===== src/rtl/cpu_ctrl_pkg.sv =====
// Shared control constants: opcode encodings, ALU increment code, sequencer state encodings.
package cpu_ctrl_pkg;

    localparam int          OPC_W   = 5;
    localparam logic [4:0]  ALU_INC = 5'd19;

    localparam logic [OPC_W-1:0] OP_IN   = 5'b10110;
    localparam logic [OPC_W-1:0] OP_OUT  = 5'b10111;
    localparam logic [OPC_W-1:0] OP_MFHI = 5'b11000;
    localparam logic [OPC_W-1:0] OP_MFLO = 5'b11001;
    localparam logic [OPC_W-1:0] OP_NOP  = 5'b11010;
    localparam logic [OPC_W-1:0] OP_HALT = 5'b11011;

    typedef enum logic [2:0] {
        ST_RST,
        ST_T0,
        ST_T1,
        ST_T2,
        ST_T3,
        ST_PAUSE,
        ST_HALT
    } ctrl_state_t;

    typedef struct packed {
        logic is_in;
        logic is_out;
        logic is_mfhi;
        logic is_mflo;
        logic is_nop;
        logic is_halt;
        logic illegal;
    } io_dec_t;

endpackage


===== src/rtl/io_op_decode.sv =====
// Class-2 register/IO opcode decoder.
// Latency: combinational, zero cycles.
// Backpressure: none; pure function of the opcode.
module io_op_decode
    import cpu_ctrl_pkg::*;
(
    input  logic [OPC_W-1:0] opc,
    output io_dec_t          dec
);

    always_comb begin
        dec = '0;
        case (opc)
            OP_IN:   dec.is_in   = 1'b1;
            OP_OUT:  dec.is_out  = 1'b1;
            OP_MFHI: dec.is_mfhi = 1'b1;
            OP_MFLO: dec.is_mflo = 1'b1;
            OP_NOP:  dec.is_nop  = 1'b1;
            OP_HALT: dec.is_halt = 1'b1;
            default: dec.illegal = 1'b1;
        endcase
    end

endmodule


===== src/rtl/io_ctrl_sequencer.sv =====
// Fetch/execute control sequencer driving the datapath strobes for class-2 register/IO ops.
// Latency: fixed 4 cycles per instruction (T0-T3); outputs are Moore-decoded from state and latched opcode.
// Backpressure: stop pauses at the instruction boundary after T3; halt parks until clr.
module io_ctrl_sequencer
    import cpu_ctrl_pkg::*;
#(
    parameter int         OPC_W_P   = OPC_W,
    parameter logic [4:0] ALU_INC_P = ALU_INC
)
(
    input  logic        clk,
    input  logic        clr,
    input  logic        stop,
    input  logic [31:0] ir,
    output logic        PCout,
    output logic        Zlowout,
    output logic        MDRout,
    output logic        HIout,
    output logic        LOout,
    output logic        Rout,
    output logic        InPort_read,
    output logic        MARin,
    output logic        PCin,
    output logic        MDRin,
    output logic        IRin,
    output logic        Zin,
    output logic        Rin,
    output logic        OutPort_write,
    output logic        Gra,
    output logic        Grb,
    output logic        Grc,
    output logic        BAout,
    output logic        pc_increment,
    output logic        read,
    output logic        memoryRead,
    output logic [4:0]  alu_control,
    output logic        run,
    output logic        instr_done,
    output logic        illegal_op
);

    ctrl_state_t        state;
    ctrl_state_t        state_nxt;
    logic [OPC_W_P-1:0] opc_q;
    io_dec_t            dec;
    logic               unused_ir_bits;

    assign unused_ir_bits = ^ir[31-OPC_W_P:0];

    // The opcode is captured as the T2->T3 edge, i.e. the same edge the datapath loads IR.
    always_ff @(posedge clk) begin
        if (clr) begin
            state <= ST_RST;
            opc_q <= '0;
        end else begin
            state <= state_nxt;
            if (state == ST_T2) begin
                opc_q <= ir[31 -: OPC_W_P];
            end
        end
    end

    io_op_decode u_dec (
        .opc (opc_q),
        .dec (dec)
    );

    always_comb begin
        state_nxt = state;
        case (state)
            ST_RST:   state_nxt = ST_T0;
            ST_T0:    state_nxt = ST_T1;
            ST_T1:    state_nxt = ST_T2;
            ST_T2:    state_nxt = ST_T3;
            ST_T3: begin
                if (dec.is_halt) begin
                    state_nxt = ST_HALT;
                end else if (stop) begin
                    state_nxt = ST_PAUSE;
                end else begin
                    state_nxt = ST_T0;
                end
            end
            ST_PAUSE: state_nxt = stop ? ST_PAUSE : ST_T0;
            ST_HALT:  state_nxt = ST_HALT;
            default:  state_nxt = ST_RST;
        endcase
    end

    always_comb begin
        PCout         = 1'b0;
        Zlowout       = 1'b0;
        MDRout        = 1'b0;
        HIout         = 1'b0;
        LOout         = 1'b0;
        Rout          = 1'b0;
        InPort_read   = 1'b0;
        MARin         = 1'b0;
        PCin          = 1'b0;
        MDRin         = 1'b0;
        IRin          = 1'b0;
        Zin           = 1'b0;
        Rin           = 1'b0;
        OutPort_write = 1'b0;
        Gra           = 1'b0;
        Grb           = 1'b0;
        Grc           = 1'b0;
        BAout         = 1'b0;
        pc_increment  = 1'b0;
        read          = 1'b0;
        memoryRead    = 1'b0;
        alu_control   = 5'd0;
        instr_done    = 1'b0;
        illegal_op    = 1'b0;
        run           = (state != ST_PAUSE) && (state != ST_HALT);
        case (state)
            ST_T0: begin
                PCout        = 1'b1;
                MARin        = 1'b1;
                Zin          = 1'b1;
                pc_increment = 1'b1;
                alu_control  = ALU_INC_P;
            end
            ST_T1: begin
                Zlowout    = 1'b1;
                PCin       = 1'b1;
                read       = 1'b1;
                memoryRead = 1'b1;
                MDRin      = 1'b1;
            end
            ST_T2: begin
                MDRout = 1'b1;
                IRin   = 1'b1;
            end
            ST_T3: begin
                instr_done    = 1'b1;
                illegal_op    = dec.illegal;
                Gra           = dec.is_in | dec.is_out | dec.is_mfhi | dec.is_mflo;
                Rin           = dec.is_in | dec.is_mfhi | dec.is_mflo;
                InPort_read   = dec.is_in;
                Rout          = dec.is_out;
                OutPort_write = dec.is_out;
                HIout         = dec.is_mfhi;
                LOout         = dec.is_mflo;
            end
            default: begin
            end
        endcase
    end

endmodule


===== config.mk =====
export PLATFORM = sky130hd
export DESIGN_NAME = io_ctrl_sequencer
export DESIGN_NICKNAME = d
export VERILOG_FILES = /design/src/rtl/cpu_ctrl_pkg.sv /design/src/rtl/io_op_decode.sv /design/src/rtl/io_ctrl_sequencer.sv
export SDC_FILE = /design/constraint.sdc
export NUM_CORES = 1
export LEC_CHECK = 0
export ABC_AREA = 0
export CAP_MARGIN = 20
export CELL_PAD_IN_SITES_DETAIL_PLACEMENT = 1
export CELL_PAD_IN_SITES_GLOBAL_PLACEMENT = 1
export CORE_MARGIN = 2
export CORE_UTILIZATION = 20
export CTS_CLUSTER_DIAMETER = 200
export CTS_CLUSTER_SIZE = 10
export DETAILED_ROUTE_END_ITERATION = 16
export PLACE_DENSITY = 0.95
export SKIP_CTS_REPAIR_TIMING = 1
export SYNTH_ARGS = -nofsm -noshare
export SYNTH_HDL_FRONTEND = slang
export SYNTH_SLANG_ARGS = --single-unit

===== constraint.sdc =====
create_clock -name clk -period 2 [get_ports clk]
set_input_delay 0.3 -clock clk [delete_from_list [all_inputs] [get_ports clk]]
set_output_delay 0.3 -clock clk [all_outputs]
set_load 0.005 [all_outputs]

==> Yosys cells after proc, flatten, opt, wreduce, memory -nomap -nowiden <==
Index checks and enable logic that the tools add are counted.
{ "op_classes": {"eq_ne": 14, "muxes": 21, "bitwise": 5, "n_reduce_logical": 3} }
{ "op_table": {"columns": ["op", "count"], "rows": [
  ["5-bit == test (second input constant)", 6],
  ["3-bit one-hot mux with 7 select lines", 1],
  ["1-bit 2-to-1 mux", 17],
  ["3-bit == test (second input constant)", 3],
  ["3-bit by 2-bit == test with 1-bit output (second input constant)", 2],
  ["3-bit 2-to-1 mux", 2],
  ["3-bit != test (second input constant)", 2],
  ["6-bit OR reduction", 1],
  ["5-bit 2-to-1 mux", 1],
  ["1-bit OR", 5],
  ["3-bit by 1-bit == test with 1-bit output (second input constant)", 1],
  ["3-bit logical NOT", 1],
  ["1-bit logical AND", 1]
]} }
{ "word_totals": {"register_bits": 8, "inputBits": 35, "output_inout_bits": 29} }

==> Logic depth before layout (Yosys ltp) <==
{ "depth": {"ltp_word": 6, "depth_mapped": 6, "depth_no_buf": 5} }

==> Cells and area by module <==
A second synthesis with hierarchy kept.
{ "hier_totals": {"hier_cells": 78, "hier_area_um2": 690.7} }
{ "modules_own_cells": {"columns": ["mod", "n_inst", "cells_each", "area_each_um2", "seq_area_each_um2"], "rows": [
  ["io_ctrl_sequencer", 1, 66, 605.6, 160.2],
  ["io_op_decode", 1, 12, 85.1, 0.0]
]} }

==> Worst setup path before layout <==
No wires, ideal clock.
{ "synth_path": {"kind": "register to output", "from": "register state[0]", "to": "output port PCin", "arrival_ns": 1.081, "path_slack_ns": 0.619, "path_stages_with_launch": 4, "path_buffers": 2, "path_cell_list": "dfxtp_1 > buf_4 > nor3b_1 > buf_4"} }
{ "synth_via": {"elab_chain_cells": 2} }
{ "synth_rtl": {"columns": ["element", "line_no", "text"], "rows": [
  ["from (decl)", "io_ctrl_sequencer.sv:42", "ctrl_state_t state;"],
  ["from (signal assigned)", "io_ctrl_sequencer.sv:56", "state <= state_nxt;"],
  ["3-bit by 2-bit == test with 1-bit output", null, null],
  ["1-bit 2-to-1 mux", null, null],
  ["to (decl)", "io_ctrl_sequencer.sv:23", "output logic PCin,"]
]} }
Every way passes these cells.

==> Final worst setup path <==
{ "layout_path": {"from": "register state[1]", "to": "output port pc_increment"} }
{ "layout_via": {"elab_chain_cells": 2} }
{ "layout_rtl": {"columns": ["element", "line_no", "text"], "rows": [
  ["3-bit by 1-bit == test with 1-bit output", "io_ctrl_sequencer.sv:116", "case (state)"],
  ["1-bit 2-to-1 mux", "io_ctrl_sequencer.sv:116", null],
  ["to (decl)", "io_ctrl_sequencer.sv:33", "output logic pc_increment,"]
]} }
Every way passes these cells.

==> impl_results.html <==
<table>
<tr><th>Metric</th><th>Value</th></tr>
<tr><th colspan="2">Power</th></tr>
<tr><td>Pwr dens</td><td>510 nW/um2</td></tr>
<tr><td>VDD IR max</td><td>0.000289 V</td></tr>
<tr><td>Leakage power</td><td>0.496 nW</td></tr>
<tr><td>Power consumption</td><td>484 uW</td></tr>
<tr><th colspan="2">Global routing</th></tr>
<tr><td>Congestion Overflow GR</td><td>0</td></tr>
<tr><td>First-pass GRT wire length</td><td>2340 um</td></tr>
<tr><td>Antenna violations before repair</td><td>0</td></tr>
<tr><td>Maximum number of pins on one net before global-route repair</td><td>10</td></tr>
<tr><td>Via count of the first global-routing pass</td><td>528</td></tr>
<tr><td>All-layer global routing usage</td><td>8.76%</td></tr>
<tr><th colspan="2">Finish</th></tr>
<tr><td>Register area</td><td>169 um2</td></tr>
<tr><td>Final Core Density</td><td>31.3%</td></tr>
<tr><td>Multi-input combinational cell area</td><td>325 um2</td></tr>
<tr><td>FILL cells</td><td>359</td></tr>
<tr><td>N_diodes</td><td>0</td></tr>
<tr><td>P&amp;R area growth vs syn</td><td>50.4%</td></tr>
<tr><td>Layout cell share with drive strength beyond 1</td><td>23.5%</td></tr>
<tr><td>Finished Layout Cells</td><td>142</td></tr>
<tr><td>NumNets Final</td><td>135</td></tr>
<tr><th colspan="2">Synth</th></tr>
<tr><td>Mean instance size in the synthesized netlist</td><td>8.30 um2</td></tr>
<tr><td>Top post-synthesis cells by count</td><td>sky130_fd_sc_hd__buf_4, sky130_fd_sc_hd__dfxtp_1, sky130_fd_sc_hd__nor2_1</td></tr>
<tr><td>Area share of the largest cell type after synthesis</td><td>25.4%</td></tr>
<tr><td>Summed instance area of the synthesized netlist</td><td>631 um2</td></tr>
<tr><td>Most frequent cell after synthesis</td><td>sky130_fd_sc_hd__buf_4</td></tr>
<tr><td>Main flop type after synthesis</td><td>sky130_fd_sc_hd__dfxtp_1</td></tr>
<tr><td>Portion of the post-synthesis area used by sequential elements</td><td>25.4%</td></tr>
<tr><td>Number of flops mapped to enable cells by yosys</td><td>0</td></tr>
<tr><td>Cell type with the largest total area after synthesis</td><td>sky130_fd_sc_hd__dfxtp_1</td></tr>
<tr><td>Count of different cell masters after synthesis</td><td>28</td></tr>
<tr><td>Synthesis-stage register bit count</td><td>8</td></tr>
<tr><td>Top post-synthesis cells by area</td><td>sky130_fd_sc_hd__dfxtp_1, sky130_fd_sc_hd__buf_4, sky130_fd_sc_hd__mux2i_1, sky130_fd_sc_hd__nor2_1, sky130_fd_sc_hd__a21oi_1</td></tr>
<tr><td>Count of mapped cells out of synthesis</td><td>76</td></tr>
<tr><td>Asr flop ratio synth</td><td>0%</td></tr>
<tr><td>Synthesis Warnings</td><td>0</td></tr>
<tr><th colspan="2">Timing</th></tr>
<tr><td>Worst Skew</td><td>0.00724 ns</td></tr>
<tr><td>Setup repair after global routing missed its margin</td><td>no</td></tr>
<tr><td>Post-Route Setup TNS</td><td>0 ns</td></tr>
<tr><td>Max Slew Vio Count</td><td>0</td></tr>
<tr><td>Max Freq</td><td>525 MHz</td></tr>
<tr><td>Worst hold slack</td><td>0.553 ns</td></tr>
<tr><td>Final Hold Violating Endpoints</td><td>0</td></tr>
<tr><td>Post-route clock period utilization</td><td>95.2%</td></tr>
<tr><td>Final critical path time including I/O delays and setup</td><td>1.90 ns</td></tr>
<tr><td>Number of setup violations in the final report</td><td>0</td></tr>
<tr><th colspan="2">Floorplanning</th></tr>
<tr><td>Area enclosed by the die boundary</td><td>3620 um2</td></tr>
<tr><td>Die extent in x</td><td>60.2 um</td></tr>
<tr><td>Vertical die dimension</td><td>60.2 um</td></tr>
<tr><td>Initial core utilization</td><td>20.8%</td></tr>
<tr><td>I/O pin total</td><td>64</td></tr>
<tr><td>Cell Rows</td><td>20</td></tr>
<tr><td>Core Area</td><td>3030 um2</td></tr>
<tr><th colspan="2">Detailed routing</th></tr>
<tr><td>Met2 wire len</td><td>889 um</td></tr>
<tr><td>Highest metal used</td><td>met3</td></tr>
<tr><td>M1 WL</td><td>573 um</td></tr>
<tr><td>Routed length per instance</td><td>10.8 um</td></tr>
<tr><td>Vias</td><td>545</td></tr>
<tr><td>Via density per instance</td><td>3.84</td></tr>
<tr><td>Total Routed Length</td><td>1540 um</td></tr>
<tr><td>DRC</td><td>0</td></tr>
<tr><td>Number of DRC markers in iteration 0</td><td>3</td></tr>
<tr><td>Antenna Nets Post-Route</td><td>0</td></tr>
<tr><td>Detail Route met3 WL</td><td>73 um</td></tr>
<tr><td>Count of TritonRoute iterations in the first routing pass</td><td>3</td></tr>
<tr><th colspan="2">Setup path</th></tr>
<tr><td>Crit-path max cell delay</td><td>0.51 ns</td></tr>
<tr><td>Crit path buf inv count</td><td>3</td></tr>
<tr><td>CP Capture Type</td><td>primary output</td></tr>
<tr><td>Required time at the worst-slack endpoint</td><td>1.70 ns</td></tr>
<tr><td>Cell type with the highest occurrence count on the critical path</td><td>sky130_fd_sc_hd__buf_4</td></tr>
<tr><td>Kind of launch point of the worst setup path</td><td>register</td></tr>
<tr><td>Category of the critical setup timing path</td><td>register to primary output</td></tr>
<tr><td>CP top delay family</td><td>buffers and inverters</td></tr>
<tr><td>Source of the worst register-to-register timing path</td><td>state[2]</td></tr>
<tr><td>Slack of the worst reg-to-reg path</td><td>0.88 ns</td></tr>
<tr><td>Number of cells on the worst reg-to-reg path</td><td>5</td></tr>
<tr><td>Critical-path cell list</td><td>buf_4 &gt; nor3b_2 &gt; buf_4 &gt; clkdlybuf4s50_1</td></tr>
<tr><td>CP Data Arrival Time</td><td>1.60 ns</td></tr>
<tr><td>Cell at the slowest stage of the critical path</td><td>sky130_fd_sc_hd__clkdlybuf4s50_1</td></tr>
<tr><td>Crit Path Max Fanout</td><td>8</td></tr>
<tr><td>Worst R2R End</td><td>state[1]</td></tr>
<tr><th colspan="2">Placed design</th></tr>
<tr><td>Post-placement cell count</td><td>138</td></tr>
<tr><td>Count of buffers inserted at the top-level ports</td><td>31</td></tr>
<tr><td>Half-perimeter wire length after detailed placement</td><td>1230 um</td></tr>
<tr><td>RePlAce Congestion</td><td>0.769</td></tr>
<tr><th colspan="2">Hold path</th></tr>
<tr><td>Endpoint of the worst hold-timing path</td><td>opc_q[3]</td></tr>
<tr><td>Worst hold path startpoint</td><td>opc_q[3]</td></tr>
<tr><td>Type of the tightest min-delay check</td><td>register to register</td></tr>
<tr><td>Hold Crit Depth</td><td>2</td></tr>
<tr><th colspan="2">Clock tree</th></tr>
<tr><td>Clk Tree Root Cell</td><td>sky130_fd_sc_hd__clkbuf_4</td></tr>
<tr><td>Maximum buffer depth of the clock tree</td><td>2</td></tr>
<tr><td>Number of clock buffers inserted by TritonCTS</td><td>3</td></tr>
<tr><td>CTS tree</td><td>yes</td></tr>
<tr><td>Clock-pin transition on the worst setup and hold timing paths</td><td>0.06 ns</td></tr>
<tr><td>Depth of the CTS H-tree</td><td>1</td></tr>
<tr><td>Number of clock sinks</td><td>8</td></tr>
<tr><td>Clk_lat worst skew</td><td>0.25 ns</td></tr>
<tr><th colspan="2">Run status</th></tr>
<tr><td>Run status</td><td>complete, no violations</td></tr>
<tr><th colspan="2">Job</th></tr>
<tr><td>Max Cap Violations</td><td>0</td></tr>
</table>
power breakdown:
part / internal (mW) / leakage [nW] / switching, mW
Clock: 0.0688 / 0.0138 / 0.0564
Sequential: 0.172 / 0.0675 / 0.0208
Combinational: 0.108 / 0.415 / 0.0589
worst min-delay path, stage by stage (launching register included):
cell and delay, ns:
sky130_fd_sc_hd__dfxtp_2 0.35, sky130_fd_sc_hd__mux2i_1 0.07, sky130_fd_sc_hd__nor2_1 0.09
state kept, by name (all words and copies together) (netlist names):
signal  flops
opc_q       5
state       3
routing by layer:
metal | GRT usage [%] | vias up
met3 | 4.55 | 0
met2 | 15.7 | 16
met4 | 1.27 | 0
li1 | - | 275
met5 | 0 | -
met1 | 9.28 | 254
placed cells by master, fill, tap and decap left out, drive strengths merged:
master         netlist  final
dfxtp                8      8
conb                 1      5
nand2b               1      1
and3                 1      1
clkdlybuf4s50        0     26
nand4                1      1
nand2                6      6
and4b                1      1
nor3b                2      2
nand3b               3      3
o22a                 1      1
a31oi                1      1
or3b                 1      1
clkbuf               1      3
nor2                 7      7
mux2i                5      5
dlymetal6s2s         0      5
a21oi                4      4
buf                 20      5
clkinv               1      1
xor2                 2      2
o32ai                1      1
nor3                 4      4
inv                  3      3
or2                  1      1
how the worst max path moves through the flow:
stage	from	slack, ns	cells past startpoint	to
6_report	state[1]	0.1	4	pc_increment
3_3_place_gp	state[0]	0.22	6	HIout
4_1_cts	state[0]	-0.12	6	HIout
2_1_floorplan	state[0]	0.62	3	PCin
3_5_place_dp	state[0]	0.17	6	HIout
5_1_grt	opc_q[3]	0.02	4	illegal_op
final cells by class:
class                           instances  share of cell area [%]
Timing Repair Buffer                   36                    38.0
Tap cell                               44                    5.80
Clock buffer                            3                    2.37
Multi-Input combinational cell         47                    34.3
Sequential cell                         8                    17.8
Inverter                                4                    1.72
metrics by stage:
stage	worst slack [ns]	cell area [um2]
final	0.0966	948
after CTS	-0.124	905
after detailed placement	0.168	882
after global placement	0.217	882
after floorplan	0.619	646
after global routing	0.0165	948
cell families (layout without fill, tap and decap cells):
family                    after synthesis  in the layout  synth area share, %
other                                   1              5                0.595
AOI/OAI and AO/OA                       7              7                 6.95
muxes                                   5              5                 7.94
xor gates and xnor gates                2              2                 2.78
and+or+nand+nor                        28             28                 28.6
DFF                                     8              8                 25.4
buffers and inverters                  25             43                 27.8
No activity file was read; power rests on OpenSTA's default activity.
